File: src/rtl/marquee_scroller.sv
// Scrolling marquee for a row of 16-segment digits fed from a small writable message store.
// Latency: seg, ptr, step and wrap update one cycle after the step edge (registered).
// Backpressure: none; store writes are accepted every cycle and the display never stalls.
module marquee_scroller #(
    parameter int DIGITS   = 4,
    parameter int MSG_LEN  = 32,
    parameter int TICK_DIV = 8388608
) (
    input  logic                   clk,
    input  logic                   rst_n,
    input  logic                   enable,
    input  logic [1:0]             mode,
    input  logic                   wr_en,
    input  logic [7:0]             wr_addr,
    input  logic [15:0]            wr_data,
    output logic [DIGITS*16-1:0]   seg,
    output logic                   step,
    output logic                   wrap,
    output logic [7:0]             ptr
);

    localparam int             CW       = $clog2(TICK_DIV);
    localparam int             AW       = $clog2(MSG_LEN);
    localparam logic [CW-1:0]  CNT_LAST = CW'(TICK_DIV - 1);
    localparam logic [7:0]     PTR_LAST = 8'(MSG_LEN - 1);

    typedef enum logic [1:0] {
        MODE_SCROLL = 2'b00,
        MODE_PAUSE  = 2'b01,
        MODE_BLINK  = 2'b10,
        MODE_CLEAR  = 2'b11
    } mode_e;

    mode_e                    mode_s;
    logic [CW-1:0]            cnt_q;
    logic [DIGITS-1:0][15:0]  digit_q;
    logic                     blink_q;
    logic                     step_edge;
    logic                     wr_ok;
    logic [15:0]              shift_in;

    // The store holds inverted characters so that an all-zero power-up
    // image reads back as blank (16'hFFFF). It is deliberately never reset.
    logic [15:0]              store_n [MSG_LEN];

    assign mode_s    = mode_e'(mode);
    assign step_edge = enable && (cnt_q == CNT_LAST);
    assign wr_ok     = wr_en && ({1'b0, wr_addr} < 9'(MSG_LEN));
    assign shift_in  = ~store_n[ptr[AW-1:0]];
    assign seg       = blink_q ? '1 : digit_q;

    // Message store write port; out-of-range addresses are dropped.
    // Reads of the same address in this cycle still see the old value.
    always_ff @(posedge clk) begin
        if (wr_ok) begin
            store_n[wr_addr[AW-1:0]] <= ~wr_data;
        end
    end

    // Step prescaler: free-runs 0..TICK_DIV-1 while enabled, holds otherwise.
    always_ff @(posedge clk or negedge rst_n) begin
        if (!rst_n) begin
            cnt_q <= '0;
        end else if (enable) begin
            cnt_q <= (cnt_q == CNT_LAST) ? '0 : cnt_q + 1'b1;
        end
    end

    // Display state: digit shift register, message pointer, blink phase and pulses.
    always_ff @(posedge clk or negedge rst_n) begin
        if (!rst_n) begin
            digit_q <= '1;
            ptr     <= '0;
            blink_q <= 1'b0;
            step    <= 1'b0;
            wrap    <= 1'b0;
        end else begin
            step <= step_edge;
            wrap <= step_edge && (mode_s == MODE_SCROLL) && (ptr == PTR_LAST);
            if (step_edge) begin
                case (mode_s)
                    MODE_SCROLL: begin
                        for (int k = 0; k < DIGITS - 1; k++) begin
                            digit_q[k] <= digit_q[k+1];
                        end
                        digit_q[DIGITS-1] <= shift_in;
                        ptr               <= (ptr == PTR_LAST) ? 8'd0 : ptr + 8'd1;
                        blink_q           <= 1'b0;
                    end
                    MODE_PAUSE: begin
                        // Phase can only be 1 after a blink step; clearing it
                        // here guarantees a paused display is never blank.
                        blink_q <= 1'b0;
                    end
                    MODE_BLINK: begin
                        blink_q <= ~blink_q;
                    end
                    MODE_CLEAR: begin
                        digit_q <= '1;
                        ptr     <= 8'd0;
                        blink_q <= 1'b0;
                    end
                    default: ;
                endcase
            end
        end
    end

endmodule

File: config.mk
export PLATFORM = sky130hd
export DESIGN_NAME = marquee_scroller
export DESIGN_NICKNAME = d
export VERILOG_FILES = /design/src/rtl/marquee_scroller.sv
export SDC_FILE = /design/constraint.sdc
export NUM_CORES = 1
export LEC_CHECK = 0
export CAP_MARGIN = 20
export CORE_MARGIN = 2
export CORE_UTILIZATION = 58
export DETAILED_ROUTE_END_ITERATION = 6
export GPL_TIMING_DRIVEN = 1
export PLACE_DENSITY = 0.74
export SLEW_MARGIN = 10
export SYNTH_ARGS = -nofsm -noshare
export SYNTH_HDL_FRONTEND = slang
export SYNTH_SLANG_ARGS = --single-unit
File: constraint.sdc
create_clock -name clk -period 2.8 [get_ports clk]
set_input_delay 0.84 -clock clk [delete_from_list [all_inputs] [get_ports clk]]
set_output_delay 0.84 -clock clk [all_outputs]
set_load 0.02 [all_outputs]
==> implementation parameters <==
Parameter                              Value

Setup path
  Worst setup SP type ... flip-flop
  Endpoint required time on the critical path ... 1.96 ns
  Worst Setup Path Type ... reg2out
  Arrival time at the worst endpoint ... 1.89 ns
  Maximum net fanout on the critical path ... 5
  Critical path capture point type ... output pin
  Minimum setup slack among reg-to-reg paths ... 0.18 ns

Layout
  Ratio of cells with drive above 1 in the final layout ... 19.60%
  Final non-filler cell total ... 2325
  Area grow syn2layout ... 18.67%
  Number of antenna cells inserted ... 0
  Number of fill cells ... 2741
  Final net count ... 1780
  Post-route cell area ... 29150 sq um

STA
  Number of endpoints with negative hold slack in the final report ... 0
  Time the final worst path needs with I/O delays and setup ... 2.735 ns
  Clock Skew ... 0.008359 ns
  Worst-margin pin slew ... 1.033 ns
  Number of max-slew violations in the final report ... 0
  Max frequency ... 0.3657 GHz
  Worst Slack Setup Final ... 0.06535 ns
  Normalized max-slew margin ... 31.03%
  Setup repair after global routing missed its margin ... no
  Number of setup violations in the final report ... 0
  Ratio of final minimum period to clock period ... 97.67%
  Final setup TNS ... 0 ns

Synth
  Mapped cell area ... 24560 sq um
  Count of warnings emitted by yosys ... 0
  Post-synth EDFFs ... 512
  Leading cell types by total area after synthesis ... edfxtp_1, mux2i_1, dfstp_2
  Post-synth top area share ... 62.59%
  Async set-or-reset flop fraction in the synthesized netlist ... 16.07%
  Synth Flop Type ... edfxtp_1
  Most common cell in the netlist ... edfxtp_1
  Instance count of the mapped netlist ... 1548
  Post-synthesis average cell area ... 15.87 sq um
  Portion of the post-synthesis area used by sequential elements ... 72.91%
  Post-synth net total ... 1583
  Dominant cell type by area after synthesis ... edfxtp_1
  Flop and latch count out of synthesis ... 610
  Distinct cell type count of the synthesized netlist ... 47
  Top cells by count, synth ... edfxtp_1, mux2i_1, nand2_1

Drt
  Routed via count ... 14045
  Post-route ant nets ... 0
  Sum of routed wire length over all layers ... 54520 um
  Post-route DRC violation count ... 0
  Post-DR vias/cell ... 6.041
  First-pass iteration count of the detailed router ... 5
  Initial DRC Count ... 1237
  Wire length per cell ... 23.45 um

Pwr
  Standby leakage power ... 10.38 nW
  PD cells ... 606.4 nW/um^2
  Overall power of the completed layout ... 17.68 mW
  Worst ir drop on vdd ... 0.0004957 V

Hold path
  Path type of the worst min-delay path ... in2async

Clock network
  Clock-pin slew on the worst setup and hold paths ... 0.06 ns
  Maximum buffer depth of the clock tree ... 3
  Cts-stage hold buffer count ... 0
  Clk_lat worst skew ... 0.61 ns
  TritonCTS sink count ... 610
  CTS tree ... built
  Clock H-tree levels ... 2
  Root buffer cell ... clkbuf_16
  Total CTS buffers ... 59

GRT
  Largest net degree at the start of global routing ... 85
  Wire length of the first global-routing pass ... 81750 um
  Overflow left after global routing ... 0
  Initial antenna violation count ... 0
  Global-route total usage across every layer ... 24.74%
  Via count of the first global-routing pass ... 13924

Floorplan
  Die X ... 209.8 um
  Std-Cell Rows ... 75
  Count of pins on the block boundary ... 104
  Core region area ... 41850 sq um
  Initial core utilization ... 58.69%
  Die Y ... 209.8 um
  Die Footprint ... 44010 sq um

Placement
  Area after DPL ... 27190 sq um
  Total instance count after detailed placement ... 2207
  Sum of net half-perimeters after detailed placement ... 32720 um
  Count of buffers inserted at the top-level ports ... 103
  RD Place Congestion ... 0.8099
  Worst slack, placed ... -0.3573 ns

Run
  Max-cap viol count ... 0

Run status
  Outcome ... finished, final reports clean
-- routing by layer --
metal	vias to the layer above	track usage [%]	wire (um)
met2	493	39.03	25450
met3	80	4.085	3549
met5	-	0	0
li1	6360	-	-
met1	7112	35.56	24150
met4	0	8.291	1371
-- report_power, final --
part	switching [mW]	total, mW	internal, mW
Clock	3.20	7.30	4.10
Sequential	0.0607	9.97	9.91
Combinational	0.258	0.402	0.144
-- path summary, 6_finish.rpt --
check | start | endpoint | cells after the start
setup / recovery | ptr[1] | ptr[1] | 2
hold / removal | rst_n | cnt_q[12] | 1
setup reg to reg | ptr[0] | digit_q[63] | 7
hold reg to reg | digit_q[11] | digit_q[11] | 2
max in group asynchronous | rst_n | digit_q[42] | 2
min in group clk | digit_q[11] | digit_q[11] | 2
-- per-stage QoR --
stage / hold WS (ns) / utilization (%)
global placement: 0.4365 / 64.96
global route: 0.08855 / 69.64
floorplan: 0.4311 / -
finish: 0.08798 / 69.64
detailed placement: 0.4413 / 64.96
CTS: 0.06740 / 69.04
-- state kept, by name (all words and copies together), names as in the netlist --
register,count
digit_q,64
store_n,512
cnt_q,23
ptr,8
step,1
blink_q,1
wrap,1
-- layout make-up --
| type | count | area, sq um | share of cell area, % |
|---|---|---|---|
| inverters | 20 | 75.07 | 0.2576 |
| clock inverters | 30 | 215.2 | 0.7383 |
| multi-input cells | 822 | 6163 | 21.15 |
| clock buffers | 72 | 1525 | 5.233 |
| flip-flops and latches | 610 | 17910 | 61.45 |
| well taps | 539 | 674.4 | 2.314 |
| repair buffers | 232 | 2582 | 8.860 |
-- what timing repair did --
| item | in CTS | in global routing |
|---|---|---|
| cloned | 1 | 0 |
| gates resized for setup | 65 | 2 |
| buffers inserted | 1 | 0 |
| setup endpoints to repair | 65 | 2 |
-- worst max-delay path, stage by stage, from the launching register on --
cell and delay [ns]:
dfrtp_1 0.44, buf_4 0.19, clkdlybuf4s50_1 0.66
-- kinds of logic (layout without fill, tap and decap cells) --
group                      count (synthesis)  count (layout)  share of synthesized area (%)
muxes                                    261             261                          10.64
xor gates and xnor gates                  21              21                         0.7488
and+or+nand+nor                          295             295                          5.909
AOI/OAI and AO/OA                        240             240                          7.412
adders and majority gates                  5               5                         0.2547
buffers and inverters                    116             354                          2.129
DFF                                      610             610                          72.91
-- placed cells by master, fill, tap and decap left out, drive strengths merged, types with 4 or more instances in the layout --
cell type / count
dfstp: 64
nor3: 6
and3: 4
a22o: 64
clkinv: 25
o21ai: 59
nor2: 53
o32a: 16
buf: 129
nand2b: 4
xnor2: 9
edfxtp: 512
mux2i: 260
and4: 4
xor2: 12
a221oi: 64
o22ai: 32
nor2b: 4
nand3b: 5
clkbuf: 72
dlygate4sd2: 64
dfrtp: 34
or2: 66
ha: 5
inv: 20
nand2: 116
nand3: 12
nand4: 11
clkdlybuf4s50: 37
Note: power is estimated with default switching activity, not from simulation.
